File: src/rtl/dram_arb_pkg.sv
// Shared types and helpers for the distributed-RAM write-port arbiter.
// Optional build macro: DRAM_ARB_FIXED_PRIO_EN (fixed priority instead of round-robin).
package dram_arb_pkg;

  typedef enum logic {
    CLEAR = 1'b0,
    RUN   = 1'b1
  } state_e;

  localparam int AW_MAX   = 7;
  localparam int NREQ_MAX = 8;
  localparam int PTR_W    = 3;

  // One-hot pick of the first set request at or after ptr, wrapping at n.
  function automatic logic [NREQ_MAX-1:0] rr_pick(
    input logic [NREQ_MAX-1:0] req,
    input logic [PTR_W-1:0]    ptr,
    input int                  n
  );
    logic [NREQ_MAX-1:0] g;
    logic                found;
    int                  idx;
    g     = '0;
    found = 1'b0;
    for (int k = 0; k < NREQ_MAX; k++) begin
      idx = int'(ptr) + k;
      if (idx >= n) idx = idx - n;
      if (k < n) begin
        if (!found && req[idx[PTR_W-1:0]]) begin
          g[idx[PTR_W-1:0]] = 1'b1;
          found             = 1'b1;
        end
      end
    end
    return g;
  endfunction

endpackage

File: src/rtl/dram_wport_arbiter_rr.sv
// Combinational write-port picker with its round-robin pointer register.
// DRAM_ARB_FIXED_PRIO_EN selects lowest-index-wins; starvation is then possible.
module dram_rr_arbiter
  import dram_arb_pkg::*;
#(
  parameter int NREQ = 4
) (
  input  logic            clk_i,
  input  logic            rst_ni,
  input  logic            en_i,
  input  logic [NREQ-1:0] req_i,
  output logic [NREQ-1:0] gnt_o
);

  logic [NREQ_MAX-1:0] req_ext;
  logic [NREQ_MAX-1:0] pick;
  logic                unused_pick;

  assign req_ext     = NREQ_MAX'(req_i);
  assign unused_pick = ^pick;

`ifdef DRAM_ARB_FIXED_PRIO_EN

  logic unused_clk;

  assign unused_clk = clk_i ^ rst_ni;
  assign pick       = rr_pick(req_ext, '0, NREQ);
  assign gnt_o      = en_i ? pick[NREQ-1:0] : '0;

`else

  logic [PTR_W-1:0] ptr_q;
  logic [PTR_W-1:0] ptr_d;

  assign pick  = rr_pick(req_ext, ptr_q, NREQ);
  assign gnt_o = en_i ? pick[NREQ-1:0] : '0;

  // Next search starts just past the winner; no grant keeps the pointer.
  always_comb begin
    ptr_d = ptr_q;
    for (int i = 0; i < NREQ; i++) begin
      if (gnt_o[i]) begin
        ptr_d = (i == NREQ-1) ? '0 : PTR_W'(i + 1);
      end
    end
  end

  always_ff @(posedge clk_i or negedge rst_ni) begin
    if (!rst_ni) ptr_q <= '0;
    else         ptr_q <= ptr_d;
  end

`endif

endmodule

File: src/rtl/dram_wport_arbiter.sv
// Shares one DRAM write port among NREQ requesters; clears the RAM after reset.
// Build macro DRAM_ARB_FIXED_PRIO_EN swaps round-robin for fixed priority.
module dram_wport_arbiter
  import dram_arb_pkg::*;
#(
  parameter int             NREQ      = 4,
  parameter int             AW        = 6,
  parameter int             DW        = 8,
  parameter logic [DW-1:0]  INIT_WORD = '0
) (
  input  logic              CLK1,
  input  logic              ARESETN,
  input  logic [NREQ-1:0]   req,
  input  logic [NREQ*AW-1:0] req_addr,
  input  logic [NREQ*DW-1:0] req_data,
  output logic [NREQ-1:0]   gnt,
  input  logic              clear_req,
  output logic              busy,
  output logic              ram_we,
  output logic [AW-1:0]     ram_waddr,
  output logic [DW-1:0]     ram_wdata
);

  state_e          state_q, state_d;
  logic [AW-1:0]   cnt_q, cnt_d;
  logic            we_q, we_d;
  logic [AW-1:0]   waddr_q, waddr_d;
  logic [DW-1:0]   wdata_q, wdata_d;
  logic            arb_en;
  logic [AW-1:0]   sel_addr;
  logic [DW-1:0]   sel_data;

  // A clear request wins over every requester in the same cycle.
  assign arb_en = (state_q == RUN) && !clear_req;

  dram_rr_arbiter #(
    .NREQ (NREQ)
  ) u_arb (
    .clk_i  (CLK1),
    .rst_ni (ARESETN),
    .en_i   (arb_en),
    .req_i  (req),
    .gnt_o  (gnt)
  );

  always_comb begin
    sel_addr = '0;
    sel_data = '0;
    for (int i = 0; i < NREQ; i++) begin
      sel_addr |= req_addr[i*AW +: AW] & {AW{gnt[i]}};
      sel_data |= req_data[i*DW +: DW] & {DW{gnt[i]}};
    end
  end

  always_comb begin
    state_d = state_q;
    cnt_d   = cnt_q;
    we_d    = 1'b0;
    waddr_d = waddr_q;
    wdata_d = wdata_q;
    unique case (state_q)
      CLEAR: begin
        we_d    = 1'b1;
        waddr_d = cnt_q;
        wdata_d = INIT_WORD;
        cnt_d   = cnt_q + AW'(1);
        if (cnt_q == '1) state_d = RUN;
      end
      RUN: begin
        if (clear_req) begin
          cnt_d   = '0;
          state_d = CLEAR;
        end else if (|gnt) begin
          we_d    = 1'b1;
          waddr_d = sel_addr;
          wdata_d = sel_data;
        end
      end
      default: state_d = CLEAR;
    endcase
  end

  always_ff @(posedge CLK1 or negedge ARESETN) begin
    if (!ARESETN) begin
      state_q <= CLEAR;
      cnt_q   <= '0;
      we_q    <= 1'b0;
      waddr_q <= '0;
      wdata_q <= '0;
    end else begin
      state_q <= state_d;
      cnt_q   <= cnt_d;
      we_q    <= we_d;
      waddr_q <= waddr_d;
      wdata_q <= wdata_d;
    end
  end

  assign busy      = (state_q == CLEAR);
  assign ram_we    = we_q;
  assign ram_waddr = waddr_q;
  assign ram_wdata = wdata_q;

endmodule
File: config.mk
export PLATFORM = sky130hd
export DESIGN_NAME = dram_wport_arbiter
export DESIGN_NICKNAME = d
export VERILOG_FILES = /design/src/rtl/dram_arb_pkg.sv /design/src/rtl/dram_wport_arbiter_rr.sv /design/src/rtl/dram_wport_arbiter.sv
export SDC_FILE = /design/constraint.sdc
export NUM_CORES = 1
export LEC_CHECK = 0
export BUFFER_PORTS_ARGS = -buffer_cell sky130_fd_sc_hd__buf_2
export CAP_MARGIN = 20
export CORE_UTILIZATION = 46
export DETAILED_ROUTE_END_ITERATION = 10
export PLACE_DENSITY = 0.92
export SLEW_MARGIN = 20
export SYNTH_ARGS = -nofsm -noshare
export SYNTH_HDL_FRONTEND = slang
export SYNTH_SLANG_ARGS = --single-unit
File: constraint.sdc
create_clock -name CLK1 -period 3.07 [get_ports CLK1]
set_input_delay 0.1535 -clock CLK1 [delete_from_list [all_inputs] [get_ports CLK1]]
set_output_delay 0.1535 -clock CLK1 [all_outputs]
set_load 0.02 [all_outputs]
==> summary.txt <==
CTS clock-pin slew for the worst setup and hold paths: 120 ps
Weighted congestion reported at the end of routability-driven placement: 0.829
P per Cell Area: 699 nW/um^2
Flop-to-flop setup slack: 130 ps
Wire length of the first global-routing pass: 7430 microns
Primary FF master, synth: sky130_fd_sc_hd__dfrtp_1
CTS sink count: 24
Die X: 61.6 microns
Number of H-tree branching levels: 1
Internal power summed over all cells: 864 uW
Slowest stage cell, crit path: sky130_fd_sc_hd__dfrtp_1
Switching part of the total power: 0.439
Total Wirelength: 4750 microns
Routed vias/inst: 5.78
Number of global-route vias before repair: 1647
Placeable core area: 3360 sq um
Hold Path End: ram_wdata[2]$_DFFE_PN0P_
Largest cells by area after synthesis: sky130_fd_sc_hd__dfrtp_1, sky130_fd_sc_hd__a22oi_1, sky130_fd_sc_hd__ha_1
Skew-Pair Late Insertion Delay: 310 ps
Library cell occupying the most area in the post-synthesis netlist: sky130_fd_sc_hd__dfrtp_1
Mapped Area: 1630 sq um
CTS buffer count: 3
Final HPWL from detailed placement: 3650 microns
Worst path required time: 3290 ps
Tightest Pin Transition: 531 ps
Overall die height: 61.6 microns
Synthesized netlist net count: 241
Clock power share: 0.105
Total of warnings raised by yosys: 0
Final Cycle Share: 0.958
Vias after detailed routing: 1775
Critical R2R Launch: u_arb.ptr_q[1]$_DFFE_PN0P_
Arrival time worst endpoint: 3160 ps
Net Switching: 676 uW
Kind of launch point of the worst setup path: flop
Rows: 21
Number of violations reported at the end of detailed-routing iteration 0: 125
Relative slew slack: 0.646
Most common library cell in the layout ignoring fill and taps: sky130_fd_sc_hd__buf_2
Starting utilization of the core area: 0.485
Root buffer selected by CTS: sky130_fd_sc_hd__clkbuf_4
Sequential-to-total area share from yosys stat: 0.368
Total Power: 1540 uW
Number of diodes added for antenna fixing: 0
Final setup viols: 0
Synthesized flop and latch total: 24
Most frequent cells in the layout: sky130_fd_sc_hd__buf_2, sky130_fd_sc_hd__a22oi_1, sky130_fd_sc_hd__dfrtp_1, sky130_fd_sc_hd__nand2_1, sky130_fd_sc_hd__nand3_1
Post-route ant nets: 0
Total of buffers placed on input and output ports: 82
Number of DRC violations after detailed routing: 0
End-of-flow core utilization: 0.655
Count of mapped cells out of synthesis: 170
Proportion of power drawn by combinational gates: 0.550
Maximum operating frequency: 0.340 GHz
Global-route usage over all layers: 0.271
Proportion of layout cells with a drive suffix above 1: 0.425
Max cap viols: 0
Hold Startpoint: req_data[2]
Post-synth cell types: 47
Crit-path most repeated cell: sky130_fd_sc_hd__inv_1
Yosys top cell area share: 0.368
Cell breakdown of the critical path: inv_1 > ha_1 > inv_1 > nor3b_4 > a211oi_2 > a32oi_1 > a21oi_2 > buf_4 > a222oi_1 > a21oi_1 > a21o_1
CTS tree: built
Synthesized area per cell: 9.60 sq um
Minimum clock period: 2940 ps
I/O Pins: 83
Status: finished, final reports clean
Final slew viol count: 0
Worst r2r dst: ram_waddr[0]$_DFFE_PN0P_
Kind of end point of the critical path: flop
Longest individual stage delay on the worst path: 490 ps
Crit. Startpoint: u_arb.ptr_q[1]$_DFFE_PN0P_
Category of cells accounting for the largest share of critical-path delay: compound AO/OA/AOI/OAI gates
Maximum resistive drop on vdd: 0.000399 V
Number of cells on the worst hold path: 3
Final Hold Viols: 0
Worst Path Buf+Inv: 3
Maximum fanout encountered on the critical timing path: 7
Gr ovfl total: 0
Number of enable-type register cells in the synthesized netlist: 0
Final setup skew: 4.46 ps
Sequential group share of total power: 0.345
Die Area: 3790 sq um
Detailed-routing iteration count for the pre-antenna-repair pass: 5
R2r worst-path depth: 11
FFs w/ async S/R, synth: 1.00
Maximum number of pins on one net before global-route repair: 25
Tightest Hold Check Type: input port to flop
Static Leak: 0.00107 uW
Post-synthesis to final-layout area growth: 35.0%
Critical path start-end classification: flop to flop
Routed wirelength normalized by instance count: 15.5 microns
Longest Clk Path Bufs: 2
Number of nets in the final layout: 333
Antenna violations before repair: 0
## logic make-up after synthesis
logic type | Yosys count | synth area share
fa+ha+maj | 8 | 0.0614
buf+inv | 17 | 0.0552
xor+xnor | 4 | 0.0215
simple gates | 52 | 0.175
flops | 24 | 0.368
compound gates | 62 | 0.290
mux | 3 | 0.0291
## layout make-up
| class | instances | area, sq um |
|---|---|---|
| fill | 289 | 1160 |
| multi-input combinational | 129 | 962 |
| sequential | 24 | 602 |
| timing repair buffer | 95 | 510 |
| tap | 46 | 57.6 |
| clock buffer | 4 | 36.3 |
| inverter | 9 | 33.8 |
## stage by stage
stage / setup WS, ps / instances / setup TNS [ps] / instance area, sq um / hold WS [ps]
after floorplan: 479 / 170 / 0 / 1630 / -142
after detailed placement: 10.2 / 298 / 0 / 2100 / 158
after global placement: 266 / 298 / 0 / 2100 / 152
after CTS: 115 / 307 / 0 / 2180 / 63.5
final: 129 / 307 / 0 / 2200 / 67.9
after global routing: -2.24 / 307 / -2.24 / 2200 / 51.7
## worst register-to-register path, stage by stage, from the launching register on
cell and delay, ps:
sky130_fd_sc_hd__dfrtp_1 490, sky130_fd_sc_hd__inv_1 150, sky130_fd_sc_hd__ha_1 380, sky130_fd_sc_hd__inv_1 110, sky130_fd_sc_hd__nor3b_4 300, sky130_fd_sc_hd__a211oi_2 110, sky130_fd_sc_hd__a32oi_1 300, sky130_fd_sc_hd__a21oi_2 140
sky130_fd_sc_hd__buf_4 180, sky130_fd_sc_hd__a222oi_1 400, sky130_fd_sc_hd__a21oi_1 120, sky130_fd_sc_hd__a21o_1 160
## synth_stat cells (2+ instances only)
library cell / instances
sky130_fd_sc_hd__a21o_1: 2
sky130_fd_sc_hd__a21oi_1: 5
sky130_fd_sc_hd__a21oi_2: 3
sky130_fd_sc_hd__a221oi_1: 3
sky130_fd_sc_hd__a222oi_1: 5
sky130_fd_sc_hd__a22oi_1: 23
sky130_fd_sc_hd__a32oi_1: 3
sky130_fd_sc_hd__buf_2: 3
sky130_fd_sc_hd__buf_4: 2
sky130_fd_sc_hd__buf_6: 2
sky130_fd_sc_hd__dfrtp_1: 24
sky130_fd_sc_hd__ha_1: 8
sky130_fd_sc_hd__inv_1: 9
sky130_fd_sc_hd__nand2_1: 18
sky130_fd_sc_hd__nand3_1: 13
sky130_fd_sc_hd__nor2_1: 6
sky130_fd_sc_hd__nor2b_1: 3
sky130_fd_sc_hd__nor3b_1: 2
sky130_fd_sc_hd__o21ai_0: 6
sky130_fd_sc_hd__xnor2_1: 2
sky130_fd_sc_hd__xor2_1: 2
## flip-flops by register name (all words and copies together), names as in the netlist
name,flops
state_q,1
ram_waddr,6
u_arb.ptr_q,2
ram_wdata,8
cnt_q,6
ram_we,1
## layer usage
metal / track usage / part of all wire
met1: 0.352 / 0.41
met2: 0.461 / 0.52
met3: 0.0336 / 0.054
met4: 0.105 / 0.015
met5: 0 / 0
## what timing repair did
item / 4_1_cts / 5_1_grt
hold buffers: 1 / 0
pin swaps: 1 / 0
endpoints found under the hold margin: 24 / 0
gates resized for setup: 0 / 4
buffers inserted: 4 / 0
setup endpoints to repair: 7 / 18
## worst max path at each step
stage | to | slack (ps) | depth (start not counted)
detailed placement | ram_wdata[4]$_DFFE_PN0P_ | 10 | 11
finish | ram_waddr[0]$_DFFE_PN0P_ | 130 | 11
global route | ram_waddr[0]$_DFFE_PN0P_ | -2 | 11
CTS | gnt[0] | 110 | 9
floorplan | ram_waddr[0]$_DFFE_PN0P_ | 480 | 11
global placement | ram_wdata[1]$_DFFE_PN0P_ | 270 | 11
## power groups by stage
stage / clock [uW] / combinational (uW) / sequential [uW]
3_3_place_gp: 0 / 745 / 529
5_1_grt: 182 / 922 / 545
2_1_floorplan: 0 / 527 / 562
4_1_cts: 164 / 799 / 525
6_report: 162 / 848 / 531
3_5_place_dp: 0 / 784 / 532
No activity file was read; power rests on OpenSTA's default activity.
